<file path="config.mk">
export PLATFORM = sky130hd
export DESIGN_NAME = led_state_uart_tx
export DESIGN_NICKNAME = d
export VERILOG_FILES = /design/src/rtl/led_state_uart_tx.sv
export SDC_FILE = /design/constraint.sdc
export NUM_CORES = 1
export LEC_CHECK = 0
export ABC_CLOCK_PERIOD_IN_PS = 1810
export CORE_UTILIZATION = 30
export DETAILED_ROUTE_END_ITERATION = 12
export GPL_TIMING_DRIVEN = 0
export HOLD_SLACK_MARGIN = 0.05
export PLACE_DENSITY = 0.56
export SYNTH_ARGS = -nofsm -noshare
export SYNTH_HDL_FRONTEND = slang
export SYNTH_SLANG_ARGS = --single-unit
</file>
<file path="constraint.sdc">
create_clock -name clk -period 1.81 [get_ports clk]
set_input_delay 0.2715 -clock clk [delete_from_list [all_inputs] [get_ports clk]]
set_output_delay 0.2715 -clock clk [all_outputs]
set_load 0.02 [all_outputs]
</file>
<file path="src/rtl/led_state_uart_tx.sv">
// led_state_uart_tx: reports an 8-bit LED vector to the host as a 3-byte UART frame
//   (0xA5, DATA, DATA^0x5A), each byte 8N1 LSB-first.
// Ports:
//   clk        in   system clock, rising edge
//   rst        in   asynchronous reset, active-high
//   bits       in   [7:0] LED vector to report
//   force_send in   one-cycle pulse requesting a frame even if bits are unchanged
//   tx         out  UART serial line, idle high
//   busy       out  high from first start bit through last stop bit of a frame
//   frame_done out  one-cycle pulse in the final cycle of the last stop bit
module led_state_uart_tx #(
    parameter int CLOCK_FREQ       = 12_000_000,
    parameter int BAUD_RATE        = 115_200,
    parameter int HEARTBEAT_CYCLES = 0
) (
    input  logic       clk,
    input  logic       rst,
    input  logic [7:0] bits,
    input  logic       force_send,
    output logic       tx,
    output logic       busy,
    output logic       frame_done
);
    localparam int CLKS_PER_BIT = CLOCK_FREQ / BAUD_RATE;
    localparam int TW = CLKS_PER_BIT > 1 ? $clog2(CLKS_PER_BIT) : 1;
    localparam logic [TW-1:0] T_LAST = TW'(CLKS_PER_BIT - 1);
    localparam logic [TW-1:0] T_PRE = TW'(CLKS_PER_BIT - 2);
    localparam logic [31:0] HB_LAST = 32'(HEARTBEAT_CYCLES - 1);

    typedef enum logic [1:0] {IDLE, START, DATA, STOP} state_t;

    state_t        state;
    logic [TW-1:0] timer;
    logic [1:0]    byte_idx;
    logic [2:0]    bit_idx;
    logic [7:0]    snapshot;
    logic [7:0]    last_sent;
    logic [7:0]    shreg;
    logic          pending;
    logic [31:0]   hb_cnt;
    logic          hb_hit;
    logic          start;
    logic          bit_end;
    logic [7:0]    cur_byte;

    // The heartbeat hit starts a frame directly from IDLE so that frame starts
    // are spaced exactly HEARTBEAT_CYCLES apart; while busy it only sets pending.
    assign hb_hit   = (HEARTBEAT_CYCLES > 0) && (hb_cnt == HB_LAST);
    assign start    = (state == IDLE) && ((bits != last_sent) || pending || force_send || hb_hit);
    assign bit_end  = timer == T_LAST;
    assign cur_byte = byte_idx == 2'd0 ? 8'hA5 : byte_idx == 2'd1 ? snapshot : snapshot ^ 8'h5A;

    always_ff @(posedge clk or posedge rst) begin
        if (rst) begin
            state      <= IDLE;
            tx         <= 1'b1;
            busy       <= 1'b0;
            frame_done <= 1'b0;
            timer      <= '0;
            byte_idx   <= '0;
            bit_idx    <= '0;
            snapshot   <= '0;
            last_sent  <= '0;
            shreg      <= '0;
            pending    <= 1'b1;
            hb_cnt     <= '0;
        end else begin
            // Registered one cycle early so the pulse lands in the last stop cycle.
            frame_done <= (state == STOP) && (byte_idx == 2'd2) && (timer == T_PRE);
            timer      <= (state == IDLE || bit_end) ? '0 : timer + 1'b1;
            if (HEARTBEAT_CYCLES > 0 && !hb_hit)
                hb_cnt <= hb_cnt + 32'd1;
            if (force_send || hb_hit)
                pending <= 1'b1;
            case (state)
                IDLE: if (start) begin
                    state     <= START;
                    tx        <= 1'b0;
                    busy      <= 1'b1;
                    snapshot  <= bits;
                    last_sent <= bits;
                    pending   <= 1'b0;
                    hb_cnt    <= '0;
                    byte_idx  <= '0;
                end
                START: if (bit_end) begin
                    state   <= DATA;
                    bit_idx <= '0;
                    tx      <= cur_byte[0];
                    shreg   <= cur_byte >> 1;
                end
                DATA: if (bit_end) begin
                    bit_idx <= bit_idx + 3'd1;
                    shreg   <= shreg >> 1;
                    tx      <= bit_idx == 3'd7 ? 1'b1 : shreg[0];
                    if (bit_idx == 3'd7)
                        state <= STOP;
                end
                STOP: if (bit_end) begin
                    if (byte_idx == 2'd2) begin
                        state <= IDLE;
                        busy  <= 1'b0;
                    end else begin
                        state    <= START;
                        tx       <= 1'b0;
                        byte_idx <= byte_idx + 2'd1;
                    end
                end
                default: state <= IDLE;
            endcase
        end
    end
endmodule

</file>
==> results of run 1 <==
[synth_stat cells, types with 2 or more instances]
master,instances
nor2_1,10
mux2_2,7
o21ai_1,6
nor3_1,6
inv_1,9
dfrtp_1,31
xor2_1,8
a22oi_1,5
mux2_1,3
nor2b_1,2
and3_1,2
xnor2_1,7
nand3_1,7
a21oi_1,6
nand2_1,19
ha_1,11
clkbuf_1,3
dfstp_2,2
mux2i_1,2
o21ai_0,12
[where the power goes]
part | total (W) | leakage [nW] | internal (W) | switching, W
registers | 0.000738 | 0.429 | 0.000738 | 0.0000000000000000000107
clock network | 0.000616 | 0.0542 | 0.000344 | 0.000272
logic | 0.0000572 | 0.552 | 0.0000265 | 0.0000308
[kinds of logic (layout without fill, tap and decap cells)]
logic type / after synthesis / in the layout / share of synthesized area (%)
adders and majority gates: 11 / 11 / 7.48
AOI/OAI and AO/OA: 39 / 39 / 14.8
DFF: 33 / 33 / 45.0
and+or+nand+nor: 55 / 55 / 15.1
xor gates and xnor gates: 15 / 15 / 7.14
buffers and inverters: 14 / 41 / 3.26
muxes: 12 / 12 / 7.21
[what timing repair did]
item,CTS,global route
pin swaps,3,7
setup buffers,4,3
endpoints found under the setup margin,4,17
resized for setup,1,21
[metrics by stage]
stage | cell area (sq um) | util (%)
6_report | 2280 | 38.5
5_1_grt | 2280 | 38.5
4_1_cts | 2200 | 37.1
3_5_place_dp | 2060 | 34.9
3_3_place_gp | 2060 | 34.9
2_1_floorplan | 1840 | -
[cell type report]
class                   count  area, sq um
multi-input cells         132         1020
inverters                   9         33.8
clock inverters             1         5.00
clock buffers               7         96.3
plain buffers               5         30.0
flip-flops and latches     33          828
repair buffers             19          178
well taps                  75         93.8
fillers                   583         3640
[per-layer routing]
| layer | wire length, um | part of all wire [%] | vias up | GRT usage (%) |
|---|---|---|---|---|
| li1 | - | - | 677 | - |
| met1 | 1910 | 50 | 662 | 18.0 |
| met2 | 1780 | 46 | 18 | 21.0 |
| met3 | 88 | 2.3 | 6 | 2.73 |
| met4 | 76 | 2.0 | 0 | 5.89 |
| met5 | 0 | 0 | - | 0 |
[how the worst min path moves through the flow]
stage	start	end	cells past startpoint	slack [ns]
2_1_floorplan	rst	bit_idx[0]	1	0.40
3_3_place_gp	shreg[0]	shreg[0]	2	0.46
3_5_place_dp	shreg[0]	shreg[0]	2	0.47
4_1_cts	shreg[0]	shreg[0]	2	0.49
5_1_grt	bits[3]	last_sent[3]	2	0.34
6_report	bits[3]	last_sent[3]	2	0.32
[flip-flops by register name, indices dropped and copies added (netlist names)]
register    flops
shreg           7
state           2
timer           7
pending         1
busy            1
tx              1
frame_done      1
last_sent       8
byte_idx        2
bit_idx         3
[worst max-delay path, cell delays in order, from the launching register on]
cell	delay [ns]
dfrtp_1	0.41
xor2_2	0.17
a2111oi_4	0.39
a41oi_2	0.24
nand2_2	0.15
mux2_4	0.30
==> impl_results.md, run 1 <==
* Status: completed
* DR pass1 iterations at 4
* R2R Setup Slk at 0.05 ns
* Max-cap violations at 0
* CTS Root Cell: clkbuf_8
* Post-synth EDFFs at 0
* I/O pin count at 14
* Initial Utilization at 31.1%
* Seq/Total Area, Yosys at 45.0%
* LEAKAGE at 1.04 nW
* Cts hold-fix bufs at 0
* Worst EP required at 1.99 ns
* Clk_lat worst skew at between 0.2 and 0.3 ns
* CP Class: register to register
* Netlist cell types at 41
* Fmax at 0.568 GHz
* Reg-to-reg critical path endpoint: state[1]
* Post-synth top flop: dfrtp_1
* Via-to-Cell Ratio at 4.85
* # DRC at 0
* Max VDD drop at 0.347 mV
* Worst Hold Class: input pin to register
* Crit end category: register
* Ant. Diodes at 0
* PortBufs at 13
* Total CTS buffers at 5
* FF-to-FF path depth at 5
* Total number of vias at around 1400
* Slack of the critical path at a little over 0.05 ns
* Mapped cell area at 1840 sq um
* Routability Congestion at 0.768
* Post-DP HPWL at 2660 um
* CTS tree: built
* Die area at 6450 sq um
* Fin. Hold Viols at 0
* Worst-path clk slew at 0.07 ns
* First-iteration detailed-routing DRC count at 90
* Vias in the first global route at 1372
* FP Rows at 28
* Place WS at -0.360 ns
* Initial antenna violation count at 0
* Most common cell after layout, fill and taps aside: dfrtp_1
* Reg2reg start: last_sent[3]
* First-pass GRT wire length at 6560 um
* Final wirelength at just under 4000 um
* Skew final at between 0.003 and 0.004 ns
* Largest net degree at the start of global routing at 34
* Post-synth ARST share at between 90% and 100%
* CP Launch Point: last_sent[3]
* Die W at 80.3 um
* Syn avg cell area at ~10 sq um
* Placed cell count at 267
* Slew Limit Fails at 0
* Die Y at 80.3 um
* Routed Antenna Nets at 0
* Hold WS at between 0.3 and 0.4 ns
* Unrepaired setup endpoints after global routing: yes
* DR WL/cell at 13.7 um
* Worst setup path endpoint: state[1]
* Final setup violation count at 0
* H-tree levels at 2
* Total power at 0.00141 W
* Fin Setup TNS at 0 ns
* Post-route insts no fill at 281
* Synth top area cells: dfrtp_1 42%, ha_1 7.5%, mux2_2 4.3%
* CTS Sinks at 33
* Clock tree buffer depth at 2
* Critical Path Start Type: register
* Worst Path Arrival at 1.94 ns
* Yosys reg bits at 33
* Yosys top cell area share at around 42%
* Fraction of layout cells with a size suffix above 1 at 22.8%
* Worst-path fanout max at 3
* Tcrit/Tclk final at 97.2%
* Layout area overhead at 23.9%
* Core Area at 5920 sq um
* Worst-Margin Slew at 0.708 ns
* Cells after synthesis at 179
* Grt ovf at 0
* Syn_nets at 201
* Cell Pwr Density at 618 nW/um^2
* Nets at 227
* Slew headroom at between 50% and 60%
* Minimum clock period at roughly 1.8 ns
* Cell taking the most area after synthesis: dfrtp_1
* GRT Resource Usage Total at 13.5%
* Commonest non-fill, non-tap cells in the layout: 31 x dfrtp_1, 17 x nand2_1, 12 x clkdlybuf4s50_1
* Syn. warnings at 0
(Power assumes the default switching activity.)
==> run 2, diff against run 1 <==
--- a/config.mk
+++ b/config.mk
@@ -5,8 +5,8 @@
 export SDC_FILE = /design/constraint.sdc
 export NUM_CORES = 1
 export LEC_CHECK = 0
-export ABC_CLOCK_PERIOD_IN_PS = 1810
 export CORE_UTILIZATION = 30
+export CTS_CLUSTER_SIZE = 40
 export DETAILED_ROUTE_END_ITERATION = 12
 export GPL_TIMING_DRIVEN = 0
 export HOLD_SLACK_MARGIN = 0.05
==> constraint.sdc (replaced) <==
create_clock -name clk -period 1.4 [get_ports clk]
set_input_delay 0.21 -clock clk [delete_from_list [all_inputs] [get_ports clk]]
set_output_delay 0.21 -clock clk [all_outputs]
set_load 0.02 [all_outputs]
==> run 2 against run 1 <==
  * Global-route usage grew 0.21 points
  * The flow now finishes with violations (negative setup slack)
  * Register-to-register slack lost 0.44 ns
  * Count of clock-buffer cells in the layout shrank 2
  * Flip-flop and latch count is the same
  * Hold slack gained 0.039 ns
  * Final cell count grew 4.3%
==> impl_results.md, run 2 (same netlist as run 1, synthesis figures left out) <==
* Status: finished, violations left
* Failing checks: negative setup slack
* CTS Root Cell: clkbuf_8
* Skew final at 0.00724 ns (+0.00376 ns)
* First-pass GRT wire length at 6590 um (+0.43%)
* Final wirelength at 4110 um (+6.4%)
* Via-to-Cell Ratio at 4.80 (-1.0%)
* CP max stage delay at 0.42 ns (about the same)
* Unrepaired setup endpoints after global routing: yes
* # DRC at 0 (unchanged)
* Worst Path Arrival at 2.00 ns (+0.06 ns)
* Core Util, Final at 43.3% (+4.7 points)
* Crit end category: register
* FP Rows at 28 (unchanged)
* CP Class: register to register
* Nets at 239 (+5.3%)
* Grt ovf at 0 (unchanged)
* CTS tree: built
* Fin. Hold Viols at 0 (unchanged)
* Die area at 6450 sq um (unchanged)
* LEAKAGE at 1.13 nW (+9.5%)
* Cts hold-fix bufs at 0 (unchanged)
* CTS Sinks at 33 (unchanged)
* Commonest non-fill, non-tap cells in the layout: 28 x dfrtp_1, 15 x buf_4, 10 x nand2_2
* Fmax at 0.558 GHz (-1.8%)
* GRT Resource Usage Total at 13.7% (+0.21 points)
* PortBufs at 13 (unchanged)
* Place WS at -0.727 ns (-0.367 ns)
* Largest net degree at the start of global routing at 34 (unchanged)
* Initial Utilization at 31.1% (unchanged)
* CP Cell Sequence: xor2_2, a2111oi_4, a41oi_2, buf_4, nand3b_1, mux2i_1
* Worst Hold Class: input pin to register
* Cell Pwr Density at 825 nW/um^2 (+33%)
* Max reg flops at 8 (unchanged)
* Max VDD drop at 0.449 mV (+29%)
* Placed cell count at 267 (unchanged)
* Most common cell after layout, fill and taps aside: dfrtp_1
* Core Area at 5920 sq um (unchanged)
* Post-DP HPWL at 2620 um (-1.3%)
* Die W at 80.3 um (unchanged)
* Die Y at 80.3 um (unchanged)
* Worst-path fanout max at 3 (unchanged)
* Routed Antenna Nets at 0 (unchanged)
* Slowest CP cell: dfrtp_1
* Total number of vias at 1407 (+3.2%)
* Final setup violation count at 18 (+18)
* Critical Path Start Type: register
* Worst-Margin Slew at 0.737 ns (+0.0292 ns)
* Layout area overhead at 39.2%
* Initial antenna violation count at 0 (unchanged)
* Minimum clock period at 1.79 ns (+0.0315 ns)
* Fin Setup TNS at -3.89 ns (-3.89 ns)
* Ant. Diodes at 0 (unchanged)
* Clock tree buffer depth at 2 (unchanged)
* DR WL/cell at 14.0 um (+2.0%)
* Hold WS at 0.356 ns (+0.0390 ns)
* Fraction of layout cells with a size suffix above 1 at 40.8% (+18 points)
* First-iteration detailed-routing DRC count at 78 (-13%)
* DR pass1 iterations at 4 (unchanged)
* Clk_lat worst skew at 0.30 ns (about the same)
* Total CTS buffers at 5 (unchanged)
* Fill count at 547 (-6.2%)
* Max-cap violations at 0 (unchanged)
* Tcrit/Tclk final at 128% (+31 points)
* Vias in the first global route at 1357 (-1.1%)
* Post-route insts no fill at 293 (+4.3%)
* Slack of the critical path at -0.391 ns (-0.441 ns)
* Slew headroom at 50.8% (-2.0 points)
* Biggest register: last_sent
* Worst-path clk slew at 0.07 ns (about the same)
* Largest registers: last_sent (8), shreg (7), timer (7)
* Routability Congestion at 0.819 (+6.6%)
* I/O pin count at 14 (unchanged)
* H-tree levels at 2 (unchanged)
* Slew Limit Fails at 0 (unchanged)
* Worst EP required at 1.61 ns (-0.38 ns)
-- run 2: final timing paths --
| path | start | endpoint | slack, ns | depth (start not counted) |
|---|---|---|---|---|
| worst max-delay path | last_sent[7] | byte_idx[1] | -0.39 | 6 |
| worst min-delay path | bits[3] | last_sent[3] | 0.36 | 2 |
| worst max register to register | last_sent[7] | byte_idx[1] | -0.39 | 6 |
| worst min register to register | bit_idx[2] | bit_idx[2] | 0.50 | 2 |
| max in group asynchronous | rst | state[1] | 0.57 | 2 |
| min in group asynchronous | rst | frame_done | 0.39 | 2 |
-- run 2: what timing repair did --
item | in CTS | in global routing
gates resized for setup | 19 | 46
cloned | 0 | 1
pin swaps | 8 | 13
hold endpoints to repair | 0 | 0
buffers inserted | 7 | 10
setup endpoints to repair | 58 | 30
-- run 2: power by group --
group | internal, W | switching, W | leakage [nW]
Combinational | 0.0000374 | 0.0000427 | 0.640
Clock | 0.000707 | 0.000373 | 0.0681
Sequential | 0.000953 | 0.0000000000000000000175 | 0.426
-- run 2: routing by layer --
| layer | global-route usage [%] | share of wire (%) | routed length (um) |
|---|---|---|---|
| met5 | 0 | 0 | 0 |
| met4 | 7.50 | 2.4 | 99 |
| met3 | 2.05 | 2.0 | 82 |
| met2 | 20.0 | 45 | 1840 |
| met1 | 19.2 | 51 | 2080 |
-- run 2: final cells by class --
type | count | area [sq um] | share of cell area, %
plain buffers | 5 | 45.0 | 1.76
clock buffers | 5 | 68.8 | 2.69
clock inverters | 3 | 65.1 | 2.54
inverters | 9 | 37.5 | 1.47
multi-input cells | 132 | 1150 | 44.8
flip-flops and latches | 33 | 832 | 32.5
well taps | 75 | 93.8 | 3.66
repair buffers | 31 | 272 | 10.6
-- run 2: worst max-delay path: cells and delay by family, from the launching register on --
kind,cells,cell delay (ns)
multiplexers,1,0.20
AO/OA/AOI/OAI,2,0.63
XOR/XNOR,1,0.17
buffers and inverters,1,0.19
AND/OR/NAND/NOR,1,0.10
flip-flops,1,0.42
-- run 2: stage by stage --
stage               cell area, sq um  power, W
floorplan                       1850   0.00100
global placement                2080   0.00104
detailed placement              2080   0.00104
CTS                             2310   0.00213
global route                    2560   0.00218
finish                          2560   0.00211
==> run 3, diff against run 2 <==
--- a/config.mk
+++ b/config.mk
@@ -6,6 +6,7 @@
 export NUM_CORES = 1
 export LEC_CHECK = 0
 export CORE_UTILIZATION = 30
+export CTS_CLUSTER_DIAMETER = 150
 export CTS_CLUSTER_SIZE = 40
 export DETAILED_ROUTE_END_ITERATION = 12
 export GPL_TIMING_DRIVEN = 0
@@ -14,3 +15,4 @@
 export SYNTH_ARGS = -nofsm -noshare
 export SYNTH_HDL_FRONTEND = slang
 export SYNTH_SLANG_ARGS = --single-unit
+export TNS_END_PERCENT = 100
==> results of run 3 <==
No change in the layout: final DEF, timing and power equal those of run 2.
